==> src/rtl/fifo_pkg.sv <==
// Purpose: shared constants and types for the FIFO-to-stream read path.
// Latency: n/a (declarations only).
// Backpressure: n/a.
//
// Contents: default data width, skid-buffer depth, occupancy type.
package fifo_pkg;

  localparam int DATA_WIDTH_DEF = 4;

  // Depth of the output buffer. Together with the 1-cycle FIFO read
  // latency this is the minimum that sustains one word per cycle.
  localparam int BUF_DEPTH = 2;

  // Buffer occupancy, 0..BUF_DEPTH.
  typedef logic [1:0] occ_t;

endpackage

==> src/rtl/stream_buf2.sv <==
// Purpose: 2-entry in-order buffer; head entry drives the stream outputs.
// Latency: push visible at head the cycle after the push edge if empty.
// Backpressure: caller must not push when full unless popping the same cycle.
//
// Ports:
//   clk, rst_n   - clock, synchronous active-low reset
//   push_i       - write push_dat_i at the tail this cycle
//   pop_i        - remove the head entry this cycle (ignored when empty)
//   head_dat_o   - head entry, straight from a register
//   head_vld_o   - buffer non-empty
//   count_o      - current occupancy
module stream_buf2
  import fifo_pkg::*;
#(
  parameter int DATA_WIDTH = DATA_WIDTH_DEF
) (
  input  logic                  clk,
  input  logic                  rst_n,
  input  logic                  push_i,
  input  logic [DATA_WIDTH-1:0] push_dat_i,
  input  logic                  pop_i,
  output logic [DATA_WIDTH-1:0] head_dat_o,
  output logic                  head_vld_o,
  output occ_t                  count_o
);

  logic [DATA_WIDTH-1:0] ent0_q, ent0_d;  // head
  logic [DATA_WIDTH-1:0] ent1_q, ent1_d;  // second entry
  occ_t                  count_q, count_d;
  logic                  pop_ok;

  assign pop_ok = pop_i && (count_q != 2'd0);

  always_comb begin
    ent0_d  = ent0_q;
    ent1_d  = ent1_q;
    count_d = count_q;
    case ({push_i, pop_ok})
      2'b10: begin
        if (count_q == 2'd0) ent0_d = push_dat_i;
        else                 ent1_d = push_dat_i;
        count_d = count_q + 2'd1;
      end
      2'b01: begin
        ent0_d  = ent1_q;
        ent1_d  = '0;
        count_d = count_q - 2'd1;
      end
      2'b11: begin
        // Occupancy unchanged: the new word lands behind whatever remains.
        if (count_q == 2'd1) begin
          ent0_d = push_dat_i;
        end else begin
          ent0_d = ent1_q;
          ent1_d = push_dat_i;
        end
      end
      default: ;
    endcase
  end

  always_ff @(posedge clk) begin
    if (!rst_n) begin
      ent0_q  <= '0;
      ent1_q  <= '0;
      count_q <= 2'd0;
    end else begin
      ent0_q  <= ent0_d;
      ent1_q  <= ent1_d;
      count_q <= count_d;
    end
  end

  assign head_dat_o = ent0_q;
  assign head_vld_o = (count_q != 2'd0);
  assign count_o    = count_q;

endmodule

==> src/rtl/fifo_stream_out.sv <==
// Purpose: drain a latency-1 FIFO read port into a valid/ready stream.
// Latency: pop edge N -> capture at edge N+1 -> m_valid right after it.
// Backpressure: pops only with buffer credit; m_ready=0 holds m_data/m_valid.
//
// Ports:
//   clk, rst_n               - clock (shared with FIFO read side), sync active-low reset
//   fifo_rd_data/_empty/_en  - FIFO read port (data valid one cycle after a pop)
//   m_data/m_valid/m_ready   - output stream
//   word_cnt                 - number of words transferred, wraps
module fifo_stream_out
  import fifo_pkg::*;
#(
  parameter int DATA_WIDTH = DATA_WIDTH_DEF,
  parameter int CNT_WIDTH  = 16
) (
  input  logic                  clk,
  input  logic                  rst_n,
  input  logic [DATA_WIDTH-1:0] fifo_rd_data,
  input  logic                  fifo_rd_empty,
  output logic                  fifo_rd_en,
  output logic [DATA_WIDTH-1:0] m_data,
  output logic                  m_valid,
  input  logic                  m_ready,
  output logic [CNT_WIDTH-1:0]  word_cnt
);

  logic                 inflight_q, inflight_d;
  logic [CNT_WIDTH-1:0] word_cnt_q, word_cnt_d;
  occ_t                 count;
  logic                 xfer;
  logic [2:0]           credit;

  assign xfer = m_valid && m_ready;

  // Slots free after this edge: in-flight words already own a slot, and a
  // word leaving this cycle frees one. count+inflight <= BUF_DEPTH keeps
  // this from going negative.
  assign credit = 3'(BUF_DEPTH) - {1'b0, count} - {2'b00, inflight_q}
                  + {2'b00, xfer};

  // rst_n is folded in so no pop is accepted while the shared FIFO resets.
  assign fifo_rd_en = !fifo_rd_empty && (credit != 3'd0) && rst_n;

  assign inflight_d = fifo_rd_en;
  assign word_cnt_d = xfer ? word_cnt_q + CNT_WIDTH'(1) : word_cnt_q;

  always_ff @(posedge clk) begin
    if (!rst_n) begin
      inflight_q <= 1'b0;
      word_cnt_q <= '0;
    end else begin
      inflight_q <= inflight_d;
      word_cnt_q <= word_cnt_d;
    end
  end

  // The word popped last cycle is on fifo_rd_data now; capture it.
  stream_buf2 #(
    .DATA_WIDTH (DATA_WIDTH)
  ) u_buf (
    .clk        (clk),
    .rst_n      (rst_n),
    .push_i     (inflight_q),
    .push_dat_i (fifo_rd_data),
    .pop_i      (xfer),
    .head_dat_o (m_data),
    .head_vld_o (m_valid),
    .count_o    (count)
  );

  assign word_cnt = word_cnt_q;

endmodule
==> config.mk <==
export PLATFORM = sky130hd
export DESIGN_NAME = fifo_stream_out
export DESIGN_NICKNAME = d
export VERILOG_FILES = /design/src/rtl/fifo_pkg.sv /design/src/rtl/stream_buf2.sv /design/src/rtl/fifo_stream_out.sv
export SDC_FILE = /design/constraint.sdc
export NUM_CORES = 1
export LEC_CHECK = 0
export ABC_AREA = 1
export CAP_MARGIN = 20
export CORE_ASPECT_RATIO = 0.5
export CORE_MARGIN = 5
export CORE_UTILIZATION = 45
export DETAILED_ROUTE_END_ITERATION = 8
export GPL_ROUTABILITY_DRIVEN = 0
export GPL_TIMING_DRIVEN = 0
export HOLD_SLACK_MARGIN = 0.06
export MAX_ROUTING_LAYER = met4
export PLACE_DENSITY = 0.8
export REMOVE_ABC_BUFFERS = 1
export SETUP_SLACK_MARGIN = 0.3
export SLEW_MARGIN = 20
export SYNTH_ARGS = -nofsm -noshare
export SYNTH_HDL_FRONTEND = slang
export SYNTH_SLANG_ARGS = --single-unit
export TNS_END_PERCENT = 1
==> constraint.sdc <==
create_clock -name clk -period 4.5 [get_ports clk]
set_input_delay 0.9 -clock clk [delete_from_list [all_inputs] [get_ports clk]]
set_output_delay 0.9 -clock clk [all_outputs]
set_load 0.02 [all_outputs]
* Word-level counts from Yosys, hierarchy flattened
Cells that the tools add are included.
** Storage, ports and cells
- Bits in registers :: 27
- Output and inout bits :: 22
- Logic and storage cells :: 37
** Cells by class
- $add $sub $neg :: 6
- Equality and inequality tests :: 7
- Muxes and demuxes :: 7
- Reduce and logical (&&, ||, !) cells :: 12
** Operator list (count)
- 4-bit one-hot mux with 3 select lines :: 2
- 16-bit by 1-bit adder with 16-bit output, second input constant :: 1
- 4-bit 2-to-1 mux :: 4
- 3-bit nonzero test :: 2
- 2-bit by 1-bit == test with 1-bit output, second input constant :: 2
- 2-bit == test, second input constant :: 2
- 1-bit logical AND :: 4
- 2-bit != test, second input constant :: 2
- 2-bit one-hot mux with 2 select lines :: 1
- 2-bit nonzero test :: 2
- 3-bit by 1-bit adder with 3-bit output :: 1
- 3-bit AND reduction :: 1
- 2-bit by 2-bit subtractor with 3-bit output, first input constant :: 1
- 3-bit by 1-bit subtractor with 3-bit output :: 1
- 2-bit by 1-bit adder with 2-bit output, second input constant :: 1
- 2-bit zero test :: 1
- 2-bit by 1-bit != test with 1-bit output, second input constant :: 1
- 2-bit AND reduction :: 1
- 2-bit by 1-bit subtractor with 2-bit output, second input constant :: 1
- 1-bit zero test :: 1

* Longest topological paths before layout
- Depth in word-level cells :: 6
- Mapped depth :: 10
- Gate-level depth less buffers :: 10

* By module
A second synthesis with hierarchy kept.
** Unflattened totals
- Cells, all modules :: 217
- Area total of the unflattened synthesis :: 1587.8 um^2
** By module, submodules not included
- fifo_stream_out :: instances 1, cells each 118, area an instance 917.1 um^2, seq. area each 340.3 um^2
- stream_buf2 :: instances 1, cells each 99, area an instance 670.6 um^2, seq. area each 200.2 um^2

* Worst setup path after synthesis
Ideal clock, no wire load.
- Kind :: input port to output port
- From :: input m_ready
- To :: output fifo_rd_en
- Arrival time :: 2401 ps
- Setup slack :: 1199 ps
- Stages on the path :: 8
- Path buffers :: 0
- Path through :: inv_1 -> nor2_4 -> inv_1 -> fa_1 -> ha_1 -> nand2_1 -> nor2_1 -> nor3_1
** On the way
- Longest elaborated chain between the ends :: 5
** Ends and longest elaborated chain
- from (decl) :: line fifo_stream_out.sv:23 : input logic m_ready,
- 1-bit logical AND :: line fifo_stream_out.sv:33 : assign xfer = m_valid && m_ready;
- 3-bit by 1-bit adder with 3-bit output :: line fifo_stream_out.sv:39 : + {2'b00, xfer};
- 3-bit nonzero test :: line fifo_stream_out.sv:42 : assign fifo_rd_en = !fifo_rd_empty && (credit != 3'd0) && rst_n;
- 1-bit logical AND (2 in series) :: line fifo_stream_out.sv:42
- to (decl) :: line fifo_stream_out.sv:20 : output logic fifo_rd_en,
No other way between the ends.

* Worst setup path in the final report
Same ends and word-level chain as after synthesis.

==> results.sh <==
export IMPL_final_common_cell="nand2_1"
export IMPL_numCtsBuffers=3
export IMPL_antenna_left=0
export IMPL_start_kind="input port"
export IMPL_cts_tree="done"
export IMPL_cap_violations=0
export IMPL_slew_violations=0
export IMPL_nets=244
export IMPL_grt_pass1_vias=1255
export IMPL_fin_skew_ps=0.696
export IMPL_cts_max_level=1
export IMPL_drcViolationCount=0
export IMPL_dr_pass1_iters=4
export IMPL_worstPathArrival_ps=3130
export IMPL_drive_above_1_share_pct=6.61
export IMPL_synthCells=197
export IMPL_vias_per_cell=4.93
export IMPL_setup_ws_ps=472
export IMPL_rsz0062_at_grt="false"
export IMPL_cts_path_max_buffers=2
export IMPL_setup_worst_path_class="input port to output port"
export IMPL_power_density_nw_per_um2=430
export IMPL_synth_compound_area_share_pct=8.92
export IMPL_grtUsageTotal_pct=15.0
export IMPL_cts_sinks=27
export IMPL_routed_wl_um=3140
export IMPL_relSlewSlack_pct=57.6
export IMPL_final_cell_area_um2=1790
export IMPL_hold_path_class="register to register"
export IMPL_mostFrequentLayoutCells="nand2_1 (44), clkdlybuf4s50_1 (28), nor2_1 (27), dfxtp_1 (27), inv_1 (26)"
export IMPL_muxShareOfSynthArea_pct=0
export IMPL_synth_xor_area_share_pct=1.22
export IMPL_setup_viol=0
export IMPL_routed_wl_met3_um=133
export IMPL_p_leak_nw=0.717
export IMPL_die_w_um=89.7
export IMPL_synth_fa_ha_area_share_pct=7.52
export IMPL_pin_count=30
export IMPL_rows=14
export IMPL_max_freq_mhz=248
export IMPL_cp_end_kind="output port"
export IMPL_wire_per_inst_um=11.8
export IMPL_first_iter_violations=46
export IMPL_synth_top_family_by_area="simple AND/OR/NAND/NOR gates"
export IMPL_grt_overflow=0
export IMPL_place_ws_ps=193
export IMPL_portBuffers=29
export IMPL_yosys_register_bits=27
export IMPL_seq_area_frac_synth_pct=37.8
export IMPL_worst_pin_slew_ps=634
export IMPL_root_buffer="clkbuf_8"
export IMPL_dr_max_layer_used="met4"
export IMPL_synth_simple_area_share_pct=35.6
export IMPL_setup_tns_ps=0
export IMPL_antennaDiodeCount=0
export IMPL_wl_met2_um=1600
export IMPL_finalCriticalPeriod_ps=4030
export IMPL_place_hpwl_um=2430
export IMPL_grt_start_max_net_pins=19
export IMPL_die_y_um=49.9
export IMPL_area_growth_synth_to_final_pct=25.3
export IMPL_outcome="completed"
export IMPL_ys_types=24
export IMPL_clock_latency_ps=270
export IMPL_vdd_drop_max_mv=0.203
export IMPL_syn_cell_area_um2=1430
export IMPL_fin_crit_sh_pct=89.5
export IMPL_grt_antenna_before_repair=0
export IMPL_die_area_um2=4470
export IMPL_crit_required_ps=3600
export IMPL_fillers=268
export IMPL_finalHoldViolCount=0
export IMPL_core_um2=3030
export IMPL_floorplan_initialDensity_pct=47.2
export IMPL_grt_pass1_wl_um=5420
export IMPL_power_total_uw=771
export IMPL_ctsHoldBuffers=0
export IMPL_avgSynthCellArea_um2=7.26
export IMPL_place_area_um2=1750
export IMPL_worstPathMaxFanout=8
export IMPL_cts_reportedPaths_clkPinSlew_ps=90
export IMPL_yosysWarnings=0
export IMPL_via_count=1315
export IMPL_drt_met1_wl_um=1380
## cells by family after synthesis
kind of cell	count (synthesis)
buffers and inverters	31
adders and majority gates	8
DFF	27
xor gates and xnor gates	2
and+or+nand+nor	106
AOI/OAI and AO/OA	23
## power breakdown
group | internal [mW] | switching (mW) | leakage, nW
Sequential | 0.280 | 0.0315 | 0.220
Clock | 0.0634 | 0.0725 | 0.0228
Combinational | 0.138 | 0.186 | 0.475
## state kept, by name, summed over array words and instances, names as in the netlist
signal            count
u_buf.head_dat_o      4
word_cnt             16
inflight_q            1
u_buf.count_o         2
u_buf.ent1_q          4
## stage by stage
stage / utilization, % / cells / hold slack [ps]
detailed placement: 57.7 / 263 / 463
finish: 59.1 / 267 / 477
global placement: 57.7 / 263 / 457
CTS: 59.1 / 267 / 477
global route: 59.1 / 267 / 503
floorplan: - / 194 / 445
## area by class of cell
| class | count | area (um2) | area share, % |
|---|---|---|---|
| Multi-Input combinational cell | 139 | 762 | 42.5 |
| Sequential cell | 27 | 541 | 30.2 |
| Timing Repair Buffer | 29 | 289 | 16.1 |
| Inverter | 28 | 105 | 5.87 |
| Tap cell | 40 | 50.0 | 2.79 |
| Clock buffer | 4 | 45.0 | 2.51 |
## worst max-delay path, cell delays in order
cell and delay, ps:
clkdlybuf4s50_1 500, inv_1 80, nor2_4 220, inv_1 130, fa_1 380, ha_1 280
nand2_1 60, nor2_1 50, nor3_1 160, dlygate4sd2_1 370
## worst paths after layout
path | from | to | slack (ps) | cells after the start
max | m_ready | fifo_rd_en | 470 | 10
min | u_buf.ent1_q[1] | u_buf.ent1_q[1] | 480 | 2
max reg2reg | u_buf.count_o[0] | inflight_q | 2320 | 9
min reg2reg | u_buf.ent1_q[1] | u_buf.ent1_q[1] | 480 | 2
## what timing repair did
action / CTS / global route
buffers inserted: 0 / 0
resized for setup: 1 / 0
endpoints found under the hold margin: 0 / 0
endpoints found under the setup margin: 1 / 0
## per-layer routing
| layer | vias up | global-route usage (%) |
|---|---|---|
| met4 | 0 | 4.52 |
| met3 | 5 | 4.41 |
| met2 | 31 | 27.2 |
| met1 | 591 | 16.0 |
| met5 | - | - |
| li1 | 688 | - |
## cell usage after synthesis
cell type	count	area [um2]
xor2_1	2	17.5
o21a_1	1	7.51
o211ai_1	4	30.0
fa_1	1	20.0
o21ai_0	5	25.0
nor2_4	4	45.0
nand2_1	44	165
nor2_1	27	101
dfxtp_1	27	541
inv_1	26	97.6
nand3_4	1	17.5
inv_2	2	7.51
clkbuf_1	1	3.75
nand4_1	4	25.0
clkbuf_8	1	13.8
nand2_2	3	18.8
nor3_1	4	20.0
nand3_1	12	60.1
nand3b_1	5	37.5
ha_1	7	87.6
nor3b_2	1	12.5
nor2_2	1	6.26
buf_2	1	5.00
a21oi_1	13	65.1
(Power assumes the default switching activity.)
==> RTL edit 1, RTL diff (same flow settings) <==
The parameter `CNT_WIDTH` goes from 16 to 18.
--- a/src/rtl/fifo_stream_out.sv
+++ b/src/rtl/fifo_stream_out.sv
@@ -12,5 +12,5 @@
 #(
   parameter int DATA_WIDTH = DATA_WIDTH_DEF,
-  parameter int CNT_WIDTH  = 16
+  parameter int CNT_WIDTH  = 18
 ) (
   input  logic                  clk,
Interface: changed (resized word_cnt); port bits go from 30 to 32. No check against the original RTL was run, so the function may have changed too.
==> RTL edit 1 against the unedited design <==
- design area rose by 11%
- setup slack gained 0.11 ns
- sequential cell count up 2
- count of clock-buffer cells in the layout rose by 4
- register-to-register slack better by 0.06 ns
- final cell count is 7.9% higher
- total power is 14% higher
- critical endpoint unchanged
- critical path depth down 2
- clock skew rose by 0.0052 ns
- synthesized cell count grew 6.6%
- clock power up 52%
- wire length rose by 4.0%
- synthesized area is 9.0% higher
==> RTL edit 1: results (changes against the unedited design) <==
- Status: finished, final reports clean (unchanged)
- Hold Crit Start: u_buf.ent1_q[3]$_SDFFE_PN0P_ (was u_buf.ent1_q[1]$_SDFFE_PN0P_)
- Post-CTS sizing: 0 (was 1)
- Fin cells: 288 (was 267)
- Vias: 1408 (was 1315)
- Peak fanout along the critical path: 2 (was 8)
- Synth area leaders: dfxtp_1, inv_1, nand2_1 (was dfxtp_1, nand2_1, nor2_1)
- Pre-antenna DRT Iters: 5 (was 4)
- First-pass GRT wire length: 5.78 mm (was 5.42 mm)
- Seq. pwr: 332 uW (was 312 uW)
- Met1 Resource Use GR: 17.4% (was 16.0%)
- WL met1: 1.44 mm (was 1.38 mm)
- Power Dens Cells: 441 nW/um^2 (was 430 nW/um^2)
- R2R depth: 11 (was 9)
- Clock slew at reported path FFs: 0.06 ns (was 0.09 ns)
- Drt initial violations: 83 (was 46)
- Worst vdd ir: 0.212 mV (was 0.203 mV)
- Avg Inst Size Synth: 7.42 um^2 (was 7.26 um^2)
- Clock Skew: 0.00592 ns (was 0.000696 ns)
- Met3 usage: 3.61% (was 4.41%)
- CP max stage delay: 0.63 ns (was 0.50 ns)
- DR WL met2: 1.64 mm (was 1.60 mm)
- Placed cells: 280 (was 263)
- Share of cells above drive strength 1: 7.32% (was 6.61%)
- Sw power: 325 uW (was 290 uW)
- Fin crit share: 87.0% (was 89.5%)
- WL per Instance: 11.3 um (was 11.8 um)
- GRT Util Overall: 15.6% (was 15.0%)
- Top cells by instance count after synthesis: inv_1, nand2_1, dfxtp_1 (was nand2_1, dfxtp_1, nor2_1)
- Fillers: 293 (was 268)
-- RTL edit 1: cell types whose count changed after synthesis, sizes merged, moves of 5 or more --
cell / change
a21oi: +7
o21ai: +16
nand3b: -5
o21bai: +5
nand2: -11
inv: +9
-- RTL edit 1: area by class of cell --
class / instances / area share, %
multi-input combinational: 141 / 41.6
sequential: 29 / 29.2
timing repair buffer: 31 / 15.6
inverter: 37 / 6.98
clock buffer: 8 / 4.03
tap: 42 / 2.64
-- RTL edit 1: cells by family after synthesis --
logic type                 count (synthesis)  share of synthesized area, %
DFF                                       29                          37.2
adders and majority gates                  8                          6.90
xor gates and xnor gates                   2                          1.12
AOI/OAI and AO/OA                         50                          17.5
and+or+nand+nor                           81                          27.5
buffers and inverters                     40                          9.71
-- RTL edit 1: tightest hold or removal path, delay by kind of cell (launching register included) --
family	cells	cell delay (ns)
DFF	1	0.29
AOI/OAI and AO/OA	1	0.06
buffers and inverters	1	0.05
==> RTL edit 2, RTL diff (same flow settings) <==
Without the edit above. Make the reset (`rst_n`) asynchronous in 2 clocked blocks. Comments in the files are not updated.
--- a/src/rtl/stream_buf2.sv
+++ b/src/rtl/stream_buf2.sv
@@ -60,5 +60,5 @@
   end
 
-  always_ff @(posedge clk) begin
+  always_ff @(posedge clk or negedge rst_n) begin
     if (!rst_n) begin
       ent0_q  <= '0;
--- a/src/rtl/fifo_stream_out.sv
+++ b/src/rtl/fifo_stream_out.sv
@@ -45,5 +45,5 @@
   assign word_cnt_d = xfer ? word_cnt_q + CNT_WIDTH'(1) : word_cnt_q;
 
-  always_ff @(posedge clk) begin
+  always_ff @(posedge clk or negedge rst_n) begin
     if (!rst_n) begin
       inflight_q <= 1'b0;
Behaviour: differs if rst_n is asserted again (counterexample within 4 cycles, from zero or initial values and one cycle with rst_n low); with rst_n held inactive, the same outputs for 10 cycles.
==> RTL edit 2 against the unedited design <==
- sequential cell count did not move
- critical path depth shrank 2
- setup slack worse by 0.022 ns
- wire length shrank 14%
- total power is 27% higher
- synthesized area up 0.52%
- design area rose by 1.5%
- utilization up 0.87 points
- critical endpoint unchanged
- highest routed layer unchanged
==> RTL edit 2: results (changes against the unedited design) <==
- Drt via density: 4.59 (was 4.93)
- FF-to-FF Start: u_buf.count_o[0]$_DFFE_PN0P_ (was u_buf.count_o[0]$_SDFFE_PN0P_)
- Met3 usage: 3.95% (was 4.41%)
- First-pass GRT wire length: 4.83 mm (was 5.42 mm)
- Inverter count: 22 (was 28)
- CP max stage delay: 0.66 ns (was 0.50 ns)
- Seq_cells: 27 (unchanged)
- Fin cells: 241 (was 267)
- Hold_ws: 0.517 ns (was 0.477 ns)
- Relative slew slack: 59.8% (was 57.6%)
- RR Endpoint: inflight_q$_DFF_PN0_ (was inflight_q$_SDFF_PN0_)
- Pleak: 0.866 nW (was 0.717 nW)
- Hold Crit Start: u_buf.ent1_q[0]$_DFFE_PN0P_ (was u_buf.ent1_q[1]$_SDFFE_PN0P_)
- Status: finished, final reports clean (unchanged)
- Non-clk buf share: 15.7% (was 16.1%)
- Placed cell area: 1770 um^2 (was 1750 um^2)
- Unique masters post-synth: 21 (was 24)
- Vias in the first global route: 1091 (was 1255)
- Nets: 218 (was 244)
- Fillers: 259 (was 268)
- Peak fanout along the critical path: 2 (was 8)
- Largest net degree at the start of global routing: 29 (was 19)
- Storage cell area: 676 um^2 (was 541 um^2)
- Cell count after synthesis: 168 (was 197)
- GRT Util Overall: 13.4% (was 15.0%)
- WHS Endpoint: u_buf.ent1_q[0]$_DFFE_PN0P_ (was u_buf.ent1_q[1]$_SDFFE_PN0P_)
- Synth area leaders: dfrtp_1, nand2_1, ha_1 (was dfxtp_1, nand2_1, nor2_1)
- DR WL met2: 1.39 mm (was 1.60 mm)
- Fraction of registers with async set/reset: 100% (was 0%)
- Data arrival time of the critical path: 3.15 ns (was 3.13 ns)
- Comb_multi_in: 119 (was 139)
- Reg2Reg Setup Slack: 2.53 ns (was 2.32 ns)
- Sequential element share of the synthesized area: 47.0% (was 37.8%)
-- RTL edit 2: changes by cell type after synthesis, moves of 3 or more --
| cell | delta |
|---|---|
| a21oi_1 | -13 |
| a31oi_1 | +4 |
| dfrtp_1 | +27 |
| dfxtp_1 | -27 |
| inv_1 | -5 |
| nand2_1 | +5 |
| nand3b_1 | -3 |
| nand4_1 | -3 |
| nor2_1 | -12 |
| o211ai_1 | -4 |
| xnor2_1 | +6 |
| xor2_1 | +3 |
-- RTL edit 2: power by group --
part | leakage [nW] | internal, mW | switching [mW]
sequential | 0.342 | 0.318 | 0.0627
combinational | 0.501 | 0.204 | 0.262
clock | 0.0228 | 0.0634 | 0.0709
total | 0.866 | 0.585 | 0.395
-- RTL edit 2: kinds of logic (layout without fill, tap and decap cells) --
logic type      count (synthesis)  in the layout  synth area share (%)
compound gates                 11             11                  4.18
xor+xnor                       11             11                  6.70
fa+ha+maj                       8              8                  7.48
buf+inv                        22             55                  5.74
flops                          27             27                  47.0
simple gates                   89             89                  28.9
